<file path="src/rtl/fft_sched_if.sv">
// Scheduler <-> butterfly datapath bundle. The cycle_cnt wire exists only when
// FFT_SCHED_PERF_EN is defined.
interface fft_sched_if #(
    parameter int N = 8192
);
    localparam int AW = $clog2(N);
    localparam int KW = $clog2(N / 2);
    localparam int S  = $clog2(N);
    localparam int SW = $clog2(S);

    logic          start;
    logic          stall;
    logic          rd_valid;
    logic [AW-1:0] rd_addr_a;
    logic [AW-1:0] rd_addr_b;
    logic [KW-1:0] k;
    logic [SW-1:0] stage;
    logic          wr_valid;
    logic [AW-1:0] wr_addr_a;
    logic [AW-1:0] wr_addr_b;
    logic          busy;
    logic          done;
`ifdef FFT_SCHED_PERF_EN
    logic [31:0]   cycle_cnt;
`endif

    modport master (
        input  start, stall,
        output rd_valid, rd_addr_a, rd_addr_b, k, stage,
               wr_valid, wr_addr_a, wr_addr_b, busy, done
`ifdef FFT_SCHED_PERF_EN
        , cycle_cnt
`endif
    );

    modport slave (
        output start, stall,
        input  rd_valid, rd_addr_a, rd_addr_b, k, stage,
               wr_valid, wr_addr_a, wr_addr_b, busy, done
`ifdef FFT_SCHED_PERF_EN
        , cycle_cnt
`endif
    );
endinterface

</file>
<file path="src/rtl/fft_sched.sv">
// In-place radix-2 DIF butterfly scheduler with delayed write-back and inter-stage flush.
// Optional FFT_SCHED_PERF_EN adds a busy-cycle counter (bus.cycle_cnt).
module fft_sched #(
    parameter int N       = 8192,
    parameter int LATENCY = 4
) (
    input logic         clk,
    input logic         rst_n,
    fft_sched_if.master bus
);
    localparam int AW = $clog2(N);
    localparam int KW = $clog2(N / 2);
    localparam int S  = $clog2(N);
    localparam int SW = $clog2(S);

    typedef enum logic [1:0] {IDLE, RUN, FLUSH} state_t;

    state_t                     state;
    logic [SW-1:0]              s;
    logic [KW-1:0]              j;
    logic                       done_q;
    logic                       run;
    logic                       issue;
    logic                       last_wr;
    logic [AW-1:0]              span;
    logic [AW-1:0]              p;
    logic [AW-1:0]              g;
    logic [AW-1:0]              addr_a;
    logic [AW-1:0]              addr_b;
    logic [KW-1:0]              kk;
    logic [LATENCY-1:0]         pv;
    logic [LATENCY-1:0][AW-1:0] pa;
    logic [LATENCY-1:0][AW-1:0] pb;

    assign run   = (state == RUN);
    assign issue = run & ~bus.stall;

    // Butterfly j of stage s: group g of width 2*span, offset p inside the group.
    always_comb begin
        span   = AW'(32'(N) >> (32'(s) + 1));
        p      = AW'(j) & (span - AW'(1));
        g      = AW'(j) >> (S - 1 - 32'(s));
        addr_a = (g << (S - 32'(s))) + p;
        addr_b = addr_a + span;
        kk     = KW'(p << s);
    end

    // Addresses are forced to zero outside RUN so idle pipeline slots carry zeros.
    assign bus.rd_valid  = issue;
    assign bus.rd_addr_a = run ? addr_a : '0;
    assign bus.rd_addr_b = run ? addr_b : '0;
    assign bus.k         = run ? kk : '0;
    assign bus.stage     = s;
    assign bus.busy      = (state != IDLE);
    assign bus.done      = done_q;
    assign bus.wr_valid  = pv[LATENCY-1] & ~bus.stall;
    assign bus.wr_addr_a = pa[LATENCY-1];
    assign bus.wr_addr_b = pb[LATENCY-1];
    assign last_wr       = bus.wr_valid & ~(|pv[LATENCY-2:0]);

    always_ff @(posedge clk or negedge rst_n) begin
        if (!rst_n) begin
            pv <= '0;
            pa <= '0;
            pb <= '0;
        end else if (!bus.stall) begin
            pv <= {pv[LATENCY-2:0], issue};
            pa <= {pa[LATENCY-2:0], bus.rd_addr_a};
            pb <= {pb[LATENCY-2:0], bus.rd_addr_b};
        end
    end

    // IDLE ignores stall so a start under stall is still taken.
    always_ff @(posedge clk or negedge rst_n) begin
        if (!rst_n) begin
            state  <= IDLE;
            s      <= '0;
            j      <= '0;
            done_q <= 1'b0;
        end else begin
            done_q <= 1'b0;
            case (state)
                IDLE: begin
                    if (bus.start) begin
                        s     <= '0;
                        j     <= '0;
                        state <= RUN;
                    end
                end
                RUN: begin
                    if (!bus.stall) begin
                        if (j == KW'(N / 2 - 1)) state <= FLUSH;
                        else                     j     <= j + KW'(1);
                    end
                end
                FLUSH: begin
                    if (last_wr) begin
                        j <= '0;
                        if (s == SW'(S - 1)) begin
                            state  <= IDLE;
                            done_q <= 1'b1;
                        end else begin
                            s     <= s + SW'(1);
                            state <= RUN;
                        end
                    end
                end
                default: state <= IDLE;
            endcase
        end
    end

`ifdef FFT_SCHED_PERF_EN
    logic [31:0] cnt;

    always_ff @(posedge clk or negedge rst_n) begin
        if (!rst_n)                        cnt <= '0;
        else if (state == IDLE && bus.start) cnt <= '0;
        else if (state != IDLE)            cnt <= cnt + 32'd1;
    end

    assign bus.cycle_cnt = cnt;
`endif
endmodule

</file>
<file path="src/flat_wrapper.sv">
// flat-port wrapper written by rule: the top's interface ports become plain ports
module fft_sched_flat 
#(
    parameter int N       = 8192,
    parameter int LATENCY = 4
)
  (clk, rst_n, bus_start, bus_stall, bus_rd_valid, bus_rd_addr_a, bus_rd_addr_b, bus_k, bus_stage, bus_wr_valid, bus_wr_addr_a, bus_wr_addr_b, bus_busy, bus_done);
  fft_sched_if #(.N(N)) bus_i ();
  input logic clk;
  input logic rst_n;
  input wire logic [$bits(bus_i.start)-1:0] bus_start;
  input wire logic [$bits(bus_i.stall)-1:0] bus_stall;
  output wire logic [$bits(bus_i.rd_valid)-1:0] bus_rd_valid;
  output wire logic [$bits(bus_i.rd_addr_a)-1:0] bus_rd_addr_a;
  output wire logic [$bits(bus_i.rd_addr_b)-1:0] bus_rd_addr_b;
  output wire logic [$bits(bus_i.k)-1:0] bus_k;
  output wire logic [$bits(bus_i.stage)-1:0] bus_stage;
  output wire logic [$bits(bus_i.wr_valid)-1:0] bus_wr_valid;
  output wire logic [$bits(bus_i.wr_addr_a)-1:0] bus_wr_addr_a;
  output wire logic [$bits(bus_i.wr_addr_b)-1:0] bus_wr_addr_b;
  output wire logic [$bits(bus_i.busy)-1:0] bus_busy;
  output wire logic [$bits(bus_i.done)-1:0] bus_done;
  assign bus_i.start = bus_start;
  assign bus_i.stall = bus_stall;
  assign bus_rd_valid = bus_i.rd_valid;
  assign bus_rd_addr_a = bus_i.rd_addr_a;
  assign bus_rd_addr_b = bus_i.rd_addr_b;
  assign bus_k = bus_i.k;
  assign bus_stage = bus_i.stage;
  assign bus_wr_valid = bus_i.wr_valid;
  assign bus_wr_addr_a = bus_i.wr_addr_a;
  assign bus_wr_addr_b = bus_i.wr_addr_b;
  assign bus_busy = bus_i.busy;
  assign bus_done = bus_i.done;
  fft_sched #(.N(N), .LATENCY(LATENCY)) u_core (.clk(clk), .rst_n(rst_n), .bus(bus_i));
endmodule
</file>
<file path="config.mk">
export PLATFORM = sky130hd
export DESIGN_NAME = fft_sched_flat
export DESIGN_NICKNAME = d
export VERILOG_FILES = /design/src/rtl/fft_sched_if.sv /design/src/rtl/fft_sched.sv /design/src/flat_wrapper.sv
export SDC_FILE = /design/constraint.sdc
export NUM_CORES = 1
export LEC_CHECK = 0
export CAP_MARGIN = 20
export CORE_UTILIZATION = 50
export CTS_CLUSTER_SIZE = 40
export DETAILED_ROUTE_END_ITERATION = 12
export HOLD_SLACK_MARGIN = 0.05
export PLACE_DENSITY_LB_ADDON = 0.3
export SLEW_MARGIN = 20
export SYNTH_ARGS = -nofsm -noshare
export SYNTH_HDL_FRONTEND = slang
export SYNTH_SLANG_ARGS = --single-unit
</file>
<file path="constraint.sdc">
create_clock -name clk -period 19.1 [get_ports clk]
set_clock_uncertainty 0.15 [all_clocks]
set_input_delay 3.82 -clock clk [delete_from_list [all_inputs] [get_ports clk]]
set_output_delay 3.82 -clock clk [all_outputs]
set_load 0.02 [all_outputs]
</file>
==> flow_summary.toml <==
[run]
maxCapViolCount = 0

[sta]
tns_ns = 0
hold_violations = 0
slew_violations = 0
setup_viol = 0
period_share = 0.668
slew_headroom = 0.361
finalWorstSetupSlack_ns = 6.34
fmax_mhz = 78.4
rsz0062_at_grt = "false"
worstMarginPinSlew_ns = 0.959
layout_min_cycle_time_ns = 12.76

[global_routing]
grt_pass1_wl_mm = 33.7
grt_max_degree = 79
overflow = 0
grt_pass1_vias = 6297
grt.total_usage = 0.248
antenna_found_initial = 0

[clock_tree]
cts-root-buf = "clkbuf_16"
cts_buffers = 17
post_cts_resized = 0
htreeDepth = 4
insertion_delay_ns = 0.41
clkSinkCount = 127
holdBufCountCts = 0
cts_tree = "built"
cts_buffer_depth = 2
post_cts_buffers = 0
cts.clk_slew.worst_paths_ns = 0.06

[synthesis]
async_flop_share = 1.00
synth_warnings = 0
syn-cell-area_sq_mm = 0.00844
ys_ff_latch = 127
synth_edf_count = 0
ys_seq_area_frac = 0.376
synthCells = 879
syn_nets = 922
avgSynthCellArea_sq_um = 9.60
synth_ff_type = "dfrtp_1"
ys_types = 68

[placement]
routabilityCongestion = 0.915
place_area_sq_mm = 0.00911
dpl.cell_count = 1105
post-place-ws_ns = 6.85
numPortBuffers = 75
hpwl_mm = 14.7

[setup_path]
reg2reg_to = "u_core.pb[12]"
r2r_cells = 25
timing.rr.start = "u_core.bus.stage[0]"
cp-start-kind = "register"
arrival_ns = 8.79
slowest_delay_ns = 0.84
crit_fanout = 42
cp_slowest_cell = "and3b_1"
endpoint_kind = "output port"
worstSetupPathType = "register to output port"
required_ns = 15.13
r2r_setup_slack_ns = 10.97

[finish]
fillerInstances = 1413
seq_area_sq_mm = 0.00318
final_cells = 1137
antenna_cells = 0
final_area_sq_mm = 0.00975
final_nets = 947
multi_input_area_sq_mm = 0.00469
final_common_cell = "dfrtp_1"
drive_above_1_share = 0.174
final_cell_mix = "127 x dfrtp_1, 101 x mux2_2, 75 x nor2_1"
syn2layout_area_growth_pct = 15.5

[route]
route.detailed.drc = 0
initialDrtViolationCount = 451
wirelength_mm = 20.6
vias_per_cell = 5.67
postRouteAntennaNets = 0
wl_per_cell_microns = 18.1
vias = 6449
drtPass1Iterations = 5

[floorplanning]
fp-row-count = 47
floorplan.initialDensity = 0.511
pin_count = 76
die_w_microns = 132
die_h_microns = 132
core_sq_mm = 0.0165
die_area_sq_mm = 0.0174

[power]
swShare = 0.318
vdd_drop_max_mv = 0.0716
clkPwrFrac = 0.336
seqPwrFrac = 0.360
intPower_mw = 0.706
p_per_area_mw_per_mm2 = 106
p_comb_frac = 0.305
total_power_mw = 1.03
switchingPower_mw = 0.329
leakage_nw = 4.46

[worst_hold_path]
hold_end = "u_core.pb[2]"
hold_path.class = "register to register"
hp-start = "u_core.pb[2]"
min_path_cells = 2

[status]
status = "finished clean"
==> power by group through the flow <==
stage	Sequential (mW)	Combinational (mW)	Clock [mW]
global placement	0.373	0.311	0
detailed placement	0.376	0.315	0
finish	0.372	0.315	0.347
floorplan	0.361	0.225	0
CTS	0.373	0.318	0.353
global route	0.381	0.340	0.365
==> cell usage after synthesis, types with 13 or more instances <==
cell type  number  area (sq um)
nand2_1        61           229
o31ai_1        13          97.6
xnor2_1        21           184
nor2_1         75           282
ha_1           37           463
nor3_1         32           160
and2_1         19           119
inv_1          40           150
nand2b_1       13          81.3
mux2_2        101          1140
o21ai_0        27           135
nand3_1        24           120
buf_4          30           225
a21oi_1        38           190
mux2i_1        26           260
dfrtp_1       127          3180
xor2_1         18           158
clkbuf_1       35           131
==> registers in the layout, indices dropped and copies added (netlist names) <==
name                  flops
u_core.bus.stage          4
u_core.j                 12
u_core.pa                39
u_core.bus.wr_addr_b     13
u_core.state              2
u_core.pb                39
u_core.bus.wr_addr_a     13
u_core.bus.done           1
u_core.pv                 4
==> per-layer routing <==
metal	global-route usage	share of wire	vias to the layer above
li1	-	-	3144
met1	0.329	0.45	3107
met2	0.409	0.48	169
met3	0.0384	0.041	29
met4	0.0917	0.024	0
met5	0	0	-
==> how the worst max path moves through the flow <==
stage	to	depth (start not counted)	from
2_1_floorplan	bus_rd_addr_b[12]	29	u_core.bus.stage[1]
3_3_place_gp	bus_rd_addr_b[12]	25	u_core.bus.stage[0]
3_5_place_dp	bus_rd_addr_b[12]	25	u_core.bus.stage[0]
4_1_cts	bus_rd_addr_b[12]	25	u_core.bus.stage[0]
5_1_grt	bus_rd_addr_b[12]	25	u_core.bus.stage[0]
6_report	bus_rd_addr_b[12]	25	u_core.bus.stage[0]
==> critical path: cells and delay by family, from the launching register on <==
family                     cells  cell delay (ns)
DFF                            1             0.32
xor gates and xnor gates       2             0.59
muxes                          1             0.13
buffers and inverters          4             1.61
AOI/OAI and AO/OA             10             3.03
and+or+nand+nor                5             1.44
adders and majority gates      3             1.24
==> cells by family after synthesis <==
kind of cell | synth area share
xor+xnor | 0.0424
buf+inv | 0.0674
flops | 0.376
compound gates | 0.123
fa+ha+maj | 0.0596
simple gates | 0.161
mux | 0.171
==> area by class of cell <==
| class | instances | share of cell area |
|---|---|---|
| clock inverter | 14 | 0.0210 |
| tap | 220 | 0.0282 |
| inverter | 41 | 0.0158 |
| clock buffer | 18 | 0.0450 |
| sequential | 127 | 0.326 |
| timing repair buffer | 83 | 0.0826 |
| multi-input combinational | 634 | 0.481 |
==> metrics by stage <==
stage	util	hold WS (ns)
final	0.590	0.325
after global routing	0.590	0.344
after CTS	0.590	0.329
after floorplan	-	0.298
after detailed placement	0.551	0.315
after global placement	0.551	0.312
No activity file was read; power rests on OpenSTA's default activity.
